### config.mk
export PLATFORM = sky130hd
export DESIGN_NAME = imm_gen_pipe
export DESIGN_NICKNAME = d
export VERILOG_FILES = /design/src/rtl/imm_gen_pipe.sv
export SDC_FILE = /design/constraint.sdc
export NUM_CORES = 1
export LEC_CHECK = 0
export CORE_UTILIZATION = 57
export CTS_BUF_LIST = sky130_fd_sc_hd__clkbuf_8
export DETAILED_ROUTE_END_ITERATION = 10
export PLACE_DENSITY = 0.95
export SYNTH_ARGS = -nofsm -noshare
export SYNTH_HDL_FRONTEND = slang
export SYNTH_SLANG_ARGS = --single-unit
### constraint.sdc
create_clock -name clk -period 3.9 [get_ports clk]
set_input_delay 0.975 -clock clk [delete_from_list [all_inputs] [get_ports clk]]
set_output_delay 0.975 -clock clk [all_outputs]
set_load 0.1 [all_outputs]
### src/rtl/imm_gen_pipe.sv
`default_nettype none
// ============================================================================
// Module   : imm_gen_pipe
// Brief    : Pipelined RV32I/RV64I immediate generator (I/S/B/U/J/zimm) with
//            OP-IMM shift-amount masking, unknown-opcode flag, and a
//            valid/ready handshake backed by a main + skid register pair.
// Revision : 1.0 - initial release
// ============================================================================
module imm_gen_pipe #(
  parameter int XLEN       = 32,
  parameter int TAG_W      = 8,
  parameter int SHAMT_MASK = 1
) (
  input  logic             clk,
  input  logic             rst_n,
  input  logic             in_valid,
  output logic             in_ready,
  input  logic [31:0]      inst_code,
  input  logic [TAG_W-1:0] in_tag,
  output logic             out_valid,
  input  logic             out_ready,
  output logic [XLEN-1:0]  imm_out,
  output logic [2:0]       fmt,
  output logic             imm_err,
  output logic [TAG_W-1:0] out_tag
);

  // Major opcodes (inst[6:0])
  localparam logic [6:0] c_op_load   = 7'b0000011;
  localparam logic [6:0] c_op_imm    = 7'b0010011;
  localparam logic [6:0] c_op_jalr   = 7'b1100111;
  localparam logic [6:0] c_op_store  = 7'b0100011;
  localparam logic [6:0] c_op_branch = 7'b1100011;
  localparam logic [6:0] c_op_lui    = 7'b0110111;
  localparam logic [6:0] c_op_auipc  = 7'b0010111;
  localparam logic [6:0] c_op_jal    = 7'b1101111;
  localparam logic [6:0] c_op_system = 7'b1110011;
  localparam logic [6:0] c_op_reg    = 7'b0110011;

  // Format codes reported on fmt
  localparam logic [2:0] c_fmt_none = 3'd0;
  localparam logic [2:0] c_fmt_i    = 3'd1;
  localparam logic [2:0] c_fmt_s    = 3'd2;
  localparam logic [2:0] c_fmt_b    = 3'd3;
  localparam logic [2:0] c_fmt_u    = 3'd4;
  localparam logic [2:0] c_fmt_j    = 3'd5;
  localparam logic [2:0] c_fmt_z    = 3'd6;

  logic [6:0]      w_op;
  logic [2:0]      w_f3;
  logic [XLEN-1:0] w_shamt;
  logic [XLEN-1:0] w_imm_i;
  logic [XLEN-1:0] w_dec_imm;
  logic [2:0]      w_dec_fmt;
  logic            w_dec_err;
  logic            w_in_fire;

  // Main (M) and skid (K) registers; M always holds the oldest word
  logic             r_m_full;
  logic [XLEN-1:0]  r_m_imm;
  logic [2:0]       r_m_fmt;
  logic             r_m_err;
  logic [TAG_W-1:0] r_m_tag;
  logic             r_k_full;
  logic [XLEN-1:0]  r_k_imm;
  logic [2:0]       r_k_fmt;
  logic             r_k_err;
  logic [TAG_W-1:0] r_k_tag;

  assign w_op    = inst_code[6:0];
  assign w_f3    = inst_code[14:12];
  assign w_imm_i = XLEN'($signed(inst_code[31:20]));

  // RV64 shifts carry a 6-bit shamt, RV32 only 5 bits
  generate
    if (XLEN == 64) begin : g_shamt64
      assign w_shamt = XLEN'(inst_code[25:20]);
    end else begin : g_shamt32
      assign w_shamt = XLEN'(inst_code[24:20]);
    end
  endgenerate

  // Combinational immediate decode keyed on the major opcode
  always_comb begin
    w_dec_imm = '0;
    w_dec_fmt = c_fmt_none;
    w_dec_err = 1'b0;
    case (w_op)
      c_op_load, c_op_jalr: begin
        w_dec_imm = w_imm_i;
        w_dec_fmt = c_fmt_i;
      end
      c_op_imm: begin
        w_dec_fmt = c_fmt_i;
        // SLLI (001) / SRLI,SRAI (101): upper imm bits are funct7, not value
        if ((SHAMT_MASK != 0) && ((w_f3 == 3'b001) || (w_f3 == 3'b101)))
          w_dec_imm = w_shamt;
        else
          w_dec_imm = w_imm_i;
      end
      c_op_store: begin
        w_dec_imm = XLEN'($signed({inst_code[31:25], inst_code[11:7]}));
        w_dec_fmt = c_fmt_s;
      end
      c_op_branch: begin
        w_dec_imm = XLEN'($signed({inst_code[31], inst_code[7], inst_code[30:25],
                                   inst_code[11:8], 1'b0}));
        w_dec_fmt = c_fmt_b;
      end
      c_op_lui, c_op_auipc: begin
        w_dec_imm = XLEN'($signed({inst_code[31:12], 12'b0}));
        w_dec_fmt = c_fmt_u;
      end
      c_op_jal: begin
        w_dec_imm = XLEN'($signed({inst_code[31], inst_code[19:12], inst_code[20],
                                   inst_code[30:21], 1'b0}));
        w_dec_fmt = c_fmt_j;
      end
      c_op_system: begin
        // Only the immediate CSR forms (funct3[2]=1) carry a zimm
        if (inst_code[14]) begin
          w_dec_imm = XLEN'(inst_code[19:15]);
          w_dec_fmt = c_fmt_z;
        end
      end
      c_op_reg: begin
        w_dec_fmt = c_fmt_none;
      end
      default: begin
        w_dec_err = 1'b1;
      end
    endcase
  end

  // in_ready depends only on skid occupancy, so no combinational ready path
  assign in_ready  = ~r_k_full;
  assign w_in_fire = in_valid & ~r_k_full;
  assign out_valid = r_m_full;
  assign imm_out   = r_m_imm;
  assign fmt       = r_m_fmt;
  assign imm_err   = r_m_err;
  assign out_tag   = r_m_tag;

  // Occupancy (EMPTY/ONE/TWO) and data movement through M and K
  always_ff @(posedge clk or negedge rst_n) begin
    if (!rst_n) begin
      r_m_full <= 1'b0;
      r_m_imm  <= '0;
      r_m_fmt  <= c_fmt_none;
      r_m_err  <= 1'b0;
      r_m_tag  <= '0;
      r_k_full <= 1'b0;
      r_k_imm  <= '0;
      r_k_fmt  <= c_fmt_none;
      r_k_err  <= 1'b0;
      r_k_tag  <= '0;
    end else if (r_k_full) begin
      // TWO: no input accepted; drain K into M when M is consumed
      if (out_ready) begin
        r_m_imm  <= r_k_imm;
        r_m_fmt  <= r_k_fmt;
        r_m_err  <= r_k_err;
        r_m_tag  <= r_k_tag;
        r_k_full <= 1'b0;
      end
    end else if (r_m_full) begin
      // ONE: reload M on pass-through, park in K under a stall
      if (w_in_fire) begin
        if (out_ready) begin
          r_m_imm <= w_dec_imm;
          r_m_fmt <= w_dec_fmt;
          r_m_err <= w_dec_err;
          r_m_tag <= in_tag;
        end else begin
          r_k_imm  <= w_dec_imm;
          r_k_fmt  <= w_dec_fmt;
          r_k_err  <= w_dec_err;
          r_k_tag  <= in_tag;
          r_k_full <= 1'b1;
        end
      end else if (out_ready) begin
        r_m_full <= 1'b0;
      end
    end else if (w_in_fire) begin
      // EMPTY: first word goes straight into M
      r_m_imm  <= w_dec_imm;
      r_m_fmt  <= w_dec_fmt;
      r_m_err  <= w_dec_err;
      r_m_tag  <= in_tag;
      r_m_full <= 1'b1;
    end
  end

endmodule
`default_nettype wire

After elaboration in Yosys (flattened, before gate mapping). Index checks and enable logic that the tools add are counted.

Bits in registers: 90. Bits of input ports: 44. Output and inout port bits: 46. Logic and storage cells: 72.

Reductions and logical operators: 8. Equal/unequal tests: 14. Multiplexer cells: 37. Bitwise operators: 3.

Operators by type and width (count): two-way mux 32 bit (7); one-hot mux 32 bit (7 select lines) (1); two-way mux 8 bit (6); equality test 7 bit, second input constant (4); equality test 7 x 6 -> 1 bit, second input constant (3); two-way mux 3 bit (7); one-hot mux 3 bit (6 select lines) (1); equality test 7 x 5 -> 1 bit, second input constant (2); two-way mux 1 bit (14); OR reduction 10 bit (1); equality test 7 x 2 -> 1 bit, second input constant (1); two-way mux 5 bit (1); AND reduction 4 bit (1); OR reduction 2 bit (2); equality test 3 x 1 -> 1 bit, second input constant (1); equality test 3 bit, second input constant (1); != test 3 bit, second input constant (1); AND reduction 3 bit (1); OR reduction 3 bit (1); != test 2 bit, second input constant (1); NOT 1 bit (2); nonzero test 2 bit (1); AND 1 bit (1); logical OR 1 bit (1).

Longest topological paths before layout.
Depth after elaboration: 8. Mapped depth: 7. Mapped depth without buffers: 5.

Worst setup path before layout. OpenSTA, ideal clock, no wires.

Kind: flip-flop to output port. Start: reg r_k_full. End: out in_ready. Path buffers: 3. Required time: 2925 ps. Setup slack: 1132 ps. Data arrival time: 1793 ps. Stages on the path, launching flop included: 5. Path through: dfrtp_1 -> buf_2 -> inv_1 -> clkbuf_1 -> clkbuf_1.

Longest elaborated chain between the ends: 1.

RTL lines: from (decl) (RTL line 64) `logic r_k_full;`; from (signal assigned) (RTL line 152) `r_k_full <= 1'b0;`; from (signal assigned) (RTL line 164) `r_k_full <= 1'b0;`; from (signal assigned) (RTL line 179) `r_k_full <= 1'b1;`; NOT 1 bit (no source line); to (decl) (RTL line 17) `output logic in_ready,`.

Every way passes these cells.

Worst setup path after layout.
Start: in inst_code[6]. End: reg r_k_imm[15].

Longest elaborated chain between the ends: 3. Elaborated cells between the ends (all ways): 12. Classes of those cells: eq/ne (9); mux (1); reduce/logical (2).

RTL lines: from (decl) (RTL line 18) `input logic [31:0] inst_code,`; equality test 7 x 6 -> 1 bit (tied with other cells) (RTL line 88) `case (w_op)`; OR reduction 2 bit; one-hot mux 32 bit (7 select lines) * (RTL line 88); to (signal assigned) (RTL line 175) `r_k_imm <= w_dec_imm;`; to (decl) (RTL line 65) `logic [XLEN-1:0] r_k_imm;`.

Mark *: on every way between the ends. The rest lies on a longest branch, timed or not. A chain may end at the register's enable or synchronous reset.

==> impl_results.md <==
- Status: complete, no violations
- Vias per Instance: 6.158
- RSZ-0062 raised after global routing: false
- Setup TNS Final: 0 ns
- Synth Area in Compound Gates: 21.92%
- DR pass1 iterations: 5
- # H-tree levels: 3
- Sink Count: 90
- Pin count of the biggest net entering global routing: 91
- Commonest non-fill, non-tap cells in the layout: dfrtp_1 (90), nand2_1 (89), clkdlybuf4s50_1 (87)
- Io pins: 90
- Post-CTS sizing: 0
- Row count: 31
- Clock tree buffer depth: 2
- Synth warn: 0
- Net Sw Power: 1.287 mW
- Chip width: between 80 and 90 um
- Die area: 7880 um^2
- Register bit count reported by yosys: 90
- DRC viols: 0
- Switching share of power: between 40% and 50%
- Hold_buf cts: 0
- Simple-gate share of the synthesized area: a little under a fifth
- DRT Wirelength: approximately 12,000 um
- Filler cell count: 510
- Clock network fraction of total power: a little under a quarter
- Crit path capture type: register
- Syn Area/Cell: 9.112 um^2
- Port-buffer cells: 89
- Post-DR wirelength/cell: approximately 18 um
- Crit path time final: around 2.9 ns
- Cell Pwr Density: 548.2 nW/um^2
- Grt total ovfl: 0
- Pleak: 2.333 nW
- CTS buffer count: 9
- Slew Viols, Final: 0
- Crit start category: input pin
- Min-delay src: out_tag[2]
- CP required: around 4.2 ns
- Hold_ws: 0.4879 ns
- Internal: roughly 1.7 mW
- Crit. Startpoint: inst_code[6]
- Gr usage total: 31.65%
- # nets final: 592
- WP data arrival: 3.21 ns
- Adder-Cell Fraction of Synth Area: 0%
- Number of distinct library cells after synthesis: 42
- Worst slew pin tran: 1.090 ns
- Clock latency on the worst-skew pair: 0.36 ns
- Post-CTS Setup Bufs: 0
- Hold crit path type: reg2reg
- Seq pwr share: 39.8%
- Largest family of logic cells by synthesized area: compound AO/OA/AOI/OAI gates
- Mapped Nets: 515
- Slew HR: 27.32%
- CORE AREA: approximately 7300 um^2
- Number of max-cap violations: 0
- Final Hold Viols: 0
- CP Class: in2reg
- Vias: ~4,000
- Clk slew on worst S/H paths: 0.09 ns
- GP Congestion: around 0.9
- Fmax: 342.3 MHz
- Peak supply drop: 0.3959 mV
- Comb pwr share: 37.4%
- Final core utilization: between 70% and 80%
- Post-synthesis mux area share: 2.362%
- CTS tree: done
- Commonest non-fill, non-tap cell in the layout: dfrtp_1
- Seq/Total Area, Yosys: between 50% and 60%
- FF-to-FF Start: r_k_full
- Layout cells sized above 1: 8.137%
- Detailed Route Iter0 Violations: approximately 390
- Detail Route Antenna Nets: 0
- Starting Density: between 50% and 60%
- Post-Syn Area: between 4000 and 5000 um^2
- Crit-path max FO: 11
- Final period utilization: 74.92%
- Layout area overhead: 26.76%
- Clk root buf: clkbuf_8
- Hpwl dp: around 8000 um
- Clock Skew: 0.005357 ns
- Final Setup Violations: 0
- Post-Synth XOR/XNOR Area: 0%
- Final Total Pwr: 2.982 mW
- Ant diodes: 0
- Global-route wire length before repair: between 15,000 and 20,000 um
- Vias in the first global route: about 3,800
- Mapped Cells: 471
- Initial antenna violation count: 0
- Die Height: approximately 89 um
state kept, by name, indices dropped and copies added (netlist names):
register / flops
r_k_tag: 8
imm_out: 32
r_k_imm: 32
out_tag: 8
imm_err: 1
out_valid: 1
r_k_fmt: 3
r_k_err: 1
r_k_full: 1
fmt: 3
synth_stat cells, drive strengths merged:
cell / instances / area [um^2]
a32oi: 1 / 8.760
nor4b: 1 / 15.01
mux2i: 9 / 90.09
and3: 17 / 107.6
nor2b: 3 / 26.27
nand4: 1 / 12.51
or3: 9 / 56.30
nand2: 89 / 334.1
dfrtp: 90 / 2252
o22ai: 1 / 6.260
nand2b: 3 / 18.77
a21oi: 63 / 315.3
o31ai: 1 / 21.27
a31oi: 3 / 18.77
o41ai: 2 / 32.53
nand4bb: 1 / 27.53
o21ai: 76 / 380.4
a2111oi: 11 / 102.6
o21a: 3 / 22.52
o22a: 1 / 8.760
and2b: 1 / 7.510
buf: 13 / 91.33
a41oi: 1 / 8.760
nor2: 26 / 100.1
inv: 5 / 18.77
nor3: 3 / 20.02
clkbuf: 22 / 82.58
nand3: 8 / 40.04
mux2: 1 / 11.26
o211ai: 2 / 15.01
nor3b: 3 / 32.53
and2: 1 / 6.260
stage by stage:
stage / instances / setup slack (ns) / cell area (um^2)
2_1_floorplan: 471 / 1.132 / 4292
3_3_place_gp: 636 / 0.8125 / 5230
3_5_place_dp: 636 / 0.6607 / 5230
4_1_cts: 652 / 0.9954 / 5440
5_1_grt: 652 / 0.8271 / 5440
6_report: 652 / 0.9783 / 5440
final cells by class:
type / count / area (um^2) / area share, %
Tap cell: 99 / 123.9 / 2.277
Multi-Input combinational cell: 341 / 1859 / 34.18
Inverter: 5 / 18.77 / 0.3450
Clock inverter: 6 / 72.57 / 1.334
Sequential cell: 90 / 2252 / 41.40
Clock buffer: 10 / 137.6 / 2.530
Timing Repair Buffer: 101 / 975.9 / 17.94
cells by family (layout without fill, tap and decap cells):
group	Yosys count	after routing
flops	90	90
simple gates	166	166
buf+inv	40	122
mux	10	10
compound gates	165	165
routing by layer:
layer	track usage (%)	vias to the layer above	share of wire [%]
met5	0	-	0
met4	11.44	0	1.6
met3	5.970	23	9.9
met2	51.61	260	50
met1	42.56	1934	39
li1	-	1798	-
critical path: stages:
cell	delay, ns
clkdlybuf4s50_1	0.74
and2b_1	0.34
a31oi_1	0.14
nor3b_2	0.64
nand2_1	0.18
a21oi_1	0.19
power by group through the flow:
stage	combinational (mW)	sequential [mW]	clock, mW
finish	1.11	1.19	0.679
global route	1.17	1.21	0.718
CTS	1.11	1.18	0.682
detailed placement	1.11	1.20	0
global placement	1.09	1.19	0
floorplan	0.255	1.73	0
worst paths after layout:
kind	to	slack [ns]	cells past startpoint
setup / recovery	r_k_imm[15]	0.98	6
hold / removal	out_tag[2]	0.49	2
setup reg to reg	r_k_imm[15]	1.84	4
hold reg to reg	out_tag[2]	0.49	2
max in group asynchronous	imm_out[17]	2.40	1
min in group asynchronous	r_k_imm[3]	0.81	1
Note: power is estimated with default switching activity, not from simulation.
